## src/rtl/chain_power_sequencer_if.sv

```systemverilog
// Connector-side bundle of the chain power sequencer: PS run requests and raw
// board presence in, per-chain EN/RST_N/READY/FAULT and the scheduler BUSY flag out.
interface chain_power_sequencer_if #(
    parameter int N_CHAINS = 9
);
    logic [N_CHAINS-1:0] plug;
    logic [N_CHAINS-1:0] run_req;
    logic [N_CHAINS-1:0] en;
    logic [N_CHAINS-1:0] rst_n;
    logic [N_CHAINS-1:0] ready;
    logic [N_CHAINS-1:0] fault;
    logic                busy;

    modport master (
        output plug, run_req,
        input  en, rst_n, ready, fault, busy
    );

    modport slave (
        input  plug, run_req,
        output en, rst_n, ready, fault, busy
    );
endinterface

```

## src/rtl/chain_power_sequencer.sv

```systemverilog
// Staggered hash-board power-up: one chain at a time through EN -> SETTLE_CYC -> RST_N release -> GAP_CYC,
// with immediate per-chain teardown. Define CHAIN_PLUG_DEBOUNCE_EN to debounce the synchronized PLUG inputs.
module chain_power_sequencer #(
    parameter int N_CHAINS     = 9,
    parameter int SETTLE_CYC   = 5_000_000,
    parameter int GAP_CYC      = 10_000_000,
    parameter int DEBOUNCE_CYC = 1_000_000
) (
    input  logic                   clk_i,
    input  logic                   rst_i,
    chain_power_sequencer_if.slave bus
);
    localparam int PTR_W   = (N_CHAINS > 1) ? $clog2(N_CHAINS) : 1;
    localparam int CNT_MAX = (SETTLE_CYC > GAP_CYC) ? SETTLE_CYC : GAP_CYC;
    localparam int CNT_W   = $clog2(CNT_MAX + 1);

    typedef enum logic [1:0] {
        SCAN,
        POWER,
        GAP
    } state_e;

    if (SETTLE_CYC < 1 || GAP_CYC < 1 || DEBOUNCE_CYC < 1 || N_CHAINS < 2) begin : g_bad_param
        $error("chain_power_sequencer: N_CHAINS >= 2 and all cycle counts >= 1 required");
    end

    logic [N_CHAINS-1:0] plug_s1_q;
    logic [N_CHAINS-1:0] plug_s2_q;
    logic [N_CHAINS-1:0] plug_ok;

    logic [N_CHAINS-1:0] en_q;
    logic [N_CHAINS-1:0] rst_n_q;
    logic [N_CHAINS-1:0] ready_q;
    logic [N_CHAINS-1:0] fault_q;
    logic                busy_q;
    state_e              state_q;
    logic [PTR_W-1:0]    ptr_q;
    logic [PTR_W-1:0]    cur_q;
    logic [CNT_W-1:0]    cnt_q;

    logic [N_CHAINS-1:0] cand_d;
    logic [N_CHAINS-1:0] td_d;
    logic                grant_vld_d;
    logic [PTR_W-1:0]    grant_idx_d;
    logic [PTR_W:0]      rr_sum_d;
    logic                abort_d;
    logic [PTR_W-1:0]    ptr_nxt_d;

    always_ff @(posedge clk_i) begin
        if (rst_i) begin
            plug_s1_q <= '0;
            plug_s2_q <= '0;
        end else begin
            plug_s1_q <= bus.plug;
            plug_s2_q <= plug_s1_q;
        end
    end

`ifdef CHAIN_PLUG_DEBOUNCE_EN
    localparam int DB_W = $clog2(DEBOUNCE_CYC + 1);

    logic [N_CHAINS-1:0] plug_ok_q;
    logic [DB_W-1:0]     db_cnt_q [N_CHAINS];

    // plug_ok follows the synchronizer only after DEBOUNCE_CYC consecutive disagreeing cycles.
    always_ff @(posedge clk_i) begin
        if (rst_i) begin
            plug_ok_q <= '0;
            for (int k = 0; k < N_CHAINS; k++) begin
                db_cnt_q[k] <= '0;
            end
        end else begin
            for (int k = 0; k < N_CHAINS; k++) begin
                if (plug_s2_q[k] != plug_ok_q[k]) begin
                    if (db_cnt_q[k] == DB_W'(DEBOUNCE_CYC - 1)) begin
                        plug_ok_q[k] <= plug_s2_q[k];
                        db_cnt_q[k]  <= '0;
                    end else begin
                        db_cnt_q[k] <= db_cnt_q[k] + 1'b1;
                    end
                end else begin
                    db_cnt_q[k] <= '0;
                end
            end
        end
    end

    assign plug_ok = plug_ok_q;
`else
    assign plug_ok = plug_s2_q;
`endif

    // Round-robin pick: iterate offsets high to low so the smallest offset from ptr wins.
    always_comb begin
        cand_d      = bus.run_req & plug_ok & ~en_q & ~fault_q;
        td_d        = en_q & (~bus.run_req | ~plug_ok);
        grant_vld_d = 1'b0;
        grant_idx_d = '0;
        rr_sum_d    = '0;
        for (int i = N_CHAINS - 1; i >= 0; i--) begin
            rr_sum_d = {1'b0, ptr_q} + (PTR_W + 1)'(i);
            if (rr_sum_d >= (PTR_W + 1)'(N_CHAINS)) begin
                rr_sum_d = rr_sum_d - (PTR_W + 1)'(N_CHAINS);
            end
            if (cand_d[rr_sum_d[PTR_W-1:0]]) begin
                grant_vld_d = 1'b1;
                grant_idx_d = rr_sum_d[PTR_W-1:0];
            end
        end
        abort_d   = (state_q == POWER) && td_d[cur_q];
        ptr_nxt_d = (cur_q == PTR_W'(N_CHAINS - 1)) ? '0 : cur_q + 1'b1;
    end

    always_ff @(posedge clk_i) begin
        if (rst_i) begin
            en_q    <= '0;
            rst_n_q <= '0;
            ready_q <= '0;
            fault_q <= '0;
            busy_q  <= 1'b0;
            state_q <= SCAN;
            ptr_q   <= '0;
            cur_q   <= '0;
            cnt_q   <= '0;
        end else begin
            // Teardown never touches a granted chain: grant requires run_req and plug_ok.
            for (int k = 0; k < N_CHAINS; k++) begin
                if (td_d[k]) begin
                    en_q[k]    <= 1'b0;
                    rst_n_q[k] <= 1'b0;
                    ready_q[k] <= 1'b0;
                end
                if (!bus.run_req[k]) begin
                    fault_q[k] <= 1'b0;
                end else if (td_d[k] && !plug_ok[k]) begin
                    fault_q[k] <= 1'b1;
                end
            end

            case (state_q)
                SCAN: begin
                    if (grant_vld_d) begin
                        en_q[grant_idx_d] <= 1'b1;
                        cur_q   <= grant_idx_d;
                        cnt_q   <= '0;
                        state_q <= POWER;
                        busy_q  <= 1'b1;
                    end
                end
                POWER: begin
                    if (abort_d) begin
                        cnt_q   <= '0;
                        ptr_q   <= ptr_nxt_d;
                        state_q <= GAP;
                    end else if (cnt_q == CNT_W'(SETTLE_CYC - 1)) begin
                        rst_n_q[cur_q] <= 1'b1;
                        ready_q[cur_q] <= 1'b1;
                        cnt_q   <= '0;
                        ptr_q   <= ptr_nxt_d;
                        state_q <= GAP;
                    end else begin
                        cnt_q <= cnt_q + 1'b1;
                    end
                end
                GAP: begin
                    if (cnt_q == CNT_W'(GAP_CYC - 1)) begin
                        cnt_q   <= '0;
                        state_q <= SCAN;
                        busy_q  <= 1'b0;
                    end else begin
                        cnt_q <= cnt_q + 1'b1;
                    end
                end
                default: begin
                    cnt_q   <= '0;
                    state_q <= SCAN;
                    busy_q  <= 1'b0;
                end
            endcase
        end
    end

    assign bus.en    = en_q;
    assign bus.rst_n = rst_n_q;
    assign bus.ready = ready_q;
    assign bus.fault = fault_q;
    assign bus.busy  = busy_q;
endmodule

```

## src/flat_wrapper.sv

```systemverilog
// flat-port wrapper written by rule: the top's interface ports become plain ports
module chain_power_sequencer_flat 
#(
    parameter int N_CHAINS     = 9,
    parameter int SETTLE_CYC   = 5_000_000,
    parameter int GAP_CYC      = 10_000_000,
    parameter int DEBOUNCE_CYC = 1_000_000
)
  (clk_i, rst_i, bus_plug, bus_run_req, bus_en, bus_rst_n, bus_ready, bus_fault, bus_busy);
  chain_power_sequencer_if #(.N_CHAINS(N_CHAINS)) bus_i ();
  input  logic clk_i;
  input  logic rst_i;
  input wire logic [$bits(bus_i.plug)-1:0] bus_plug;
  input wire logic [$bits(bus_i.run_req)-1:0] bus_run_req;
  output wire logic [$bits(bus_i.en)-1:0] bus_en;
  output wire logic [$bits(bus_i.rst_n)-1:0] bus_rst_n;
  output wire logic [$bits(bus_i.ready)-1:0] bus_ready;
  output wire logic [$bits(bus_i.fault)-1:0] bus_fault;
  output wire logic [$bits(bus_i.busy)-1:0] bus_busy;
  assign bus_i.plug = bus_plug;
  assign bus_i.run_req = bus_run_req;
  assign bus_en = bus_i.en;
  assign bus_rst_n = bus_i.rst_n;
  assign bus_ready = bus_i.ready;
  assign bus_fault = bus_i.fault;
  assign bus_busy = bus_i.busy;
  chain_power_sequencer #(.N_CHAINS(N_CHAINS), .SETTLE_CYC(SETTLE_CYC), .GAP_CYC(GAP_CYC), .DEBOUNCE_CYC(DEBOUNCE_CYC)) u_core (.clk_i(clk_i), .rst_i(rst_i), .bus(bus_i));
endmodule
```

## config.mk

```make
export PLATFORM = sky130hd
export DESIGN_NAME = chain_power_sequencer_flat
export DESIGN_NICKNAME = d
export VERILOG_FILES = /design/src/rtl/chain_power_sequencer_if.sv /design/src/rtl/chain_power_sequencer.sv /design/src/flat_wrapper.sv
export SDC_FILE = /design/constraint.sdc
export NUM_CORES = 1
export LEC_CHECK = 0
export CAP_MARGIN = 20
export CELL_PAD_IN_SITES_DETAIL_PLACEMENT = 0
export CELL_PAD_IN_SITES_GLOBAL_PLACEMENT = 1
export CORE_MARGIN = 2
export CORE_UTILIZATION = 45
export CTS_CLUSTER_SIZE = 20
export DETAILED_ROUTE_END_ITERATION = 10
export DONT_BUFFER_PORTS = 1
export PLACE_DENSITY = 0.76
export SETUP_SLACK_MARGIN = 0.4
export SYNTH_ARGS = -nofsm -noshare
export SYNTH_HDL_FRONTEND = slang
export SYNTH_SLANG_ARGS = --single-unit
```

## constraint.sdc

```tcl
create_clock -name clk_i -period 5.4 [get_ports clk_i]
set_input_delay 0.81 -clock clk_i [delete_from_list [all_inputs] [get_ports clk_i]]
set_output_delay 0.81 -clock clk_i [all_outputs]
set_load 0.02 [all_outputs]
```

==> results.md <==
- CP Class: reg2reg
- Core footprint: around 16000 sq um
- Ys async rst share: 0%
- Cell Area, Synth: approximately 7500 sq um
- Clock H-tree levels: 3
- ANT nets after route: 0
- Top achievable clock speed: about 210 MHz
- Ys Warns: 0
- Slew Limit Fails: 0
- Initial antenna violation count: 0
- Hold-fix buffers, CTS: 0
- WL/cell: 21.0 um
- CP arrival: between 5 and 6 ns
- Port Buffers: 0
- Sequential share of the synthesized area: 23.6%
- Clock Tree Root: clkbuf_16
- Final TNS setup: 0 ns
- Pint: 1.46 mW
- Post-synth top flop: dfxtp_1
- Setup-failing EPs final: 0
- TritonCTS buffer count: 9
- Post-synthesis register bit count: between 80 and 90
- Clk_lat worst skew: 0.35 ns
- DR vias/cell: between 6 and 7
- Layout cell share with drive strength beyond 1: 10.5%
- VDD IR-drop max: 0.228 mV
- Top cells by area, synth: dfxtp_1 (24%), nand2_1 (5.3%), a21oi_1 (5.1%)
- Vias in the first global route: 7006
- Syn nets: 1015
- Die Span Y: between 100 and 150 um
- Initial Utilization: 45.8%
- Final WL: 24.7 mm
- Startpoint types: flop
- Pin count of the biggest net entering global routing: 74
- Power Density: 321 nW/um^2
- Final hold violation count: 0
- P&R area growth vs syn: 6.74%
- Worst Skew: 0.0112 ns
- DRT iter0 DRCs: between 900 and 1000
- Reg power frac: a little under a third
- CTS tree: built
- Clock Path Buffers: 2
- Net Sw Power: approximately 1.1 mW
- Clock sink count: between 80 and 90
- RSZ-0062 raised after global routing: false
- Pre-antenna DRT Iters: 6
- Final net count: 997
- Critical path capture point type: flop
- Die width: 133 um
- Sw frac: 43.7%
- Post-synth EDFFs: 0
- Diodes inserted: 0
- Worst min path class: reg2reg
- Via count: between 7000 and 8000
- Hpwl dp: 18.2 mm
- Logic gate share of total power: 45.1%
- Data required, critical path: 5.67 ns
- Post-Synthesis Cells: 969
- First-pass GRT wire length: between 30 and 40 mm
- Die Footprint: about 18000 sq um
- Min Tclk post-route: 4.79 ns
- Syn avg cell area: ~7.8 sq um
- GPL Wtd Cong: 0.984
- Top Ports: 57
- Top-area cell type share of the netlist area: 23.6%
- Worst slew pin tran: 0.965 ns
- Max-Cap Viols: 0
- Area leader, netlist: dfxtp_1
- CP Max Fanout: 35
- Clock transition at path regs: 0.08 ns
- DR DRC count: 0
- Power, Total: 2.58 mW
- Grt ovf: 0
- Outcome: finished clean
- Slew margin rel.: roughly a third
- Period utilisation layout: 88.6%
- GRT Util Overall: 27.5%
- Synth unique cells: 101
- Leak Pwr: approximately 2.7 nW
- Row cnt: between 40 and 50
- Clock power share: between 20% and 30%
==> layer usage <==
metal  global-route usage, %  vias to the layer above  wire, um  share of wire [%]
met1                    37.8                     3528     10800                 44
met3                    6.85                       67      2360                9.6
met5                       0                        -         0                  0
met4                    11.3                        0       895                3.6
li1                        -                     3596         -                  -
met2                    41.3                      373     10600                 43
==> worst max-delay path, stage by stage, from the launching register on <==
cell	delay, ns
dfxtp_1	0.34
buf_4	0.37
ha_1	0.58
a21boi_1	0.24
nor2_1	0.30
a21oi_1	0.12
a311o_1	0.41
mux2i_1	0.40
nor3b_2	0.08
buf_4	0.17
nand4_1	0.18
nor4_4	0.11
buf_4	0.16
or4_1	0.65
or4_1	0.44
a21oi_1	0.15
==> state kept, by name (all words and copies together) (netlist names) <==
signal	flops
u_core.ptr_q	4
u_core.bus.rst_n	9
u_core.cnt_q	24
u_core.state_q	2
u_core.plug_s1_q	9
u_core.bus.ready	9
u_core.bus.busy	1
u_core.bus.en	9
u_core.bus.fault	9
u_core.plug_ok	9
u_core.cur_q	4
==> logic make-up (layout without fill, tap and decap cells) <==
| family | Yosys count | count (layout) | share of synthesized area [%] |
|---|---|---|---|
| AND/OR/NAND/NOR | 403 | 403 | 28.8 |
| AO/OA/AOI/OAI | 295 | 295 | 28.4 |
| buffers and inverters | 94 | 81 | 5.56 |
| flip-flops | 89 | 89 | 23.6 |
| XOR/XNOR | 31 | 31 | 3.80 |
| multiplexers | 31 | 31 | 5.48 |
| adder cells (fa/ha/maj) | 26 | 26 | 4.32 |
==> path summary, 6_finish.rpt <==
path                                       start                             to  slack (ns)  cells after the start
setup / recovery    u_core.ptr_q[2]$_SDFFE_PP0P_  u_core.cnt_q[15]$_SDFFE_PP0P_        0.61                     15
hold reg to reg   u_core.plug_s1_q[3]$_SDFF_PP0_   u_core.plug_ok[3]$_SDFF_PP0_        0.44                      1
hold / removal    u_core.plug_s1_q[3]$_SDFF_PP0_   u_core.plug_ok[3]$_SDFF_PP0_        0.44                      1
setup reg to reg    u_core.ptr_q[2]$_SDFFE_PP0P_  u_core.cnt_q[15]$_SDFFE_PP0P_        0.61                     15
==> cell usage after synthesis (5+ instances only) <==
| master | count |
|---|---|
| nor2b_1 | 28 |
| nand4_1 | 8 |
| nand2b_1 | 18 |
| nand2_1 | 106 |
| clkbuf_1 | 30 |
| o311ai_0 | 5 |
| nor4bb_1 | 9 |
| and3_1 | 14 |
| a211oi_1 | 26 |
| nor4_1 | 13 |
| a2111oi_0 | 5 |
| nor2_1 | 82 |
| o32ai_1 | 7 |
| xnor2_1 | 25 |
| buf_2 | 17 |
| inv_1 | 36 |
| nor3_1 | 24 |
| nor3b_1 | 12 |
| a31oi_1 | 5 |
| ha_1 | 26 |
| o21a_1 | 8 |
| o21ai_0 | 34 |
| a21o_1 | 6 |
| dfxtp_1 | 89 |
| buf_6 | 5 |
| o211ai_1 | 8 |
| nand3b_1 | 5 |
| a31o_2 | 6 |
| o22ai_1 | 18 |
| o31ai_1 | 9 |
| mux4_2 | 8 |
| and2_1 | 5 |
| nand3_1 | 26 |
| mux2i_1 | 21 |
| or3_1 | 15 |
| a21oi_1 | 77 |
==> layout make-up <==
cell class	count	area, sq um
fill	1651	8420
multi-input combinational	786	5340
inverter	38	143
timing repair buffer	27	203
tap	220	275
clock buffer	9	225
sequential	89	1780
clock inverter	7	72.6
==> metrics by stage <==
| step | instances | util, % | hold slack (ns) | cell area [sq um] | worst slack (ns) |
|---|---|---|---|---|---|
| floorplan | 969 | - | 0.414 | 7540 | 0.881 |
| global placement | 1159 | 47.0 | 0.415 | 7730 | 0.719 |
| detailed placement | 1159 | 47.0 | 0.420 | 7730 | 0.645 |
| CTS | 1175 | 48.8 | 0.443 | 8030 | 0.636 |
| global route | 1176 | 48.9 | 0.452 | 8050 | 0.404 |
| finish | 1176 | 48.9 | 0.439 | 8050 | 0.614 |
==> placed cells by master (no fill, tap or decap), types with 6 or more instances in the layout <==
cell	n
nor4bb_1	9
mux2i_1	21
clkbuf_16	9
nand2b_1	17
nor3_1	23
and3_1	14
a31o_2	6
a21o_1	6
a211oi_1	26
a21oi_1	77
inv_1	36
o21ai_0	34
buf_4	27
o32ai_1	7
nor2b_1	28
mux4_2	8
dfxtp_1	88
nand2_1	106
nand3_1	26
o21a_1	8
nor4_1	13
o211ai_1	8
nand4_1	8
ha_1	26
o31ai_1	9
nor2_1	82
o22ai_1	18
nor3b_1	12
or3_1	15
xnor2_1	25
==> power by group through the flow <==
stage	Combinational, mW	Clock (mW)	Sequential [mW]
after CTS	1.13	0.636	0.795
after floorplan	0.878	0	0.781
after detailed placement	1.12	0	0.811
after global routing	1.27	0.655	0.806
after global placement	1.13	0	0.811
final	1.17	0.622	0.796
==> timing repair <==
action | in CTS | in global routing
buffers inserted | 0 | 1
endpoints found under the setup margin | 0 | 19
resized for setup | 0 | 2
Power figures use the tool's default switching activity.
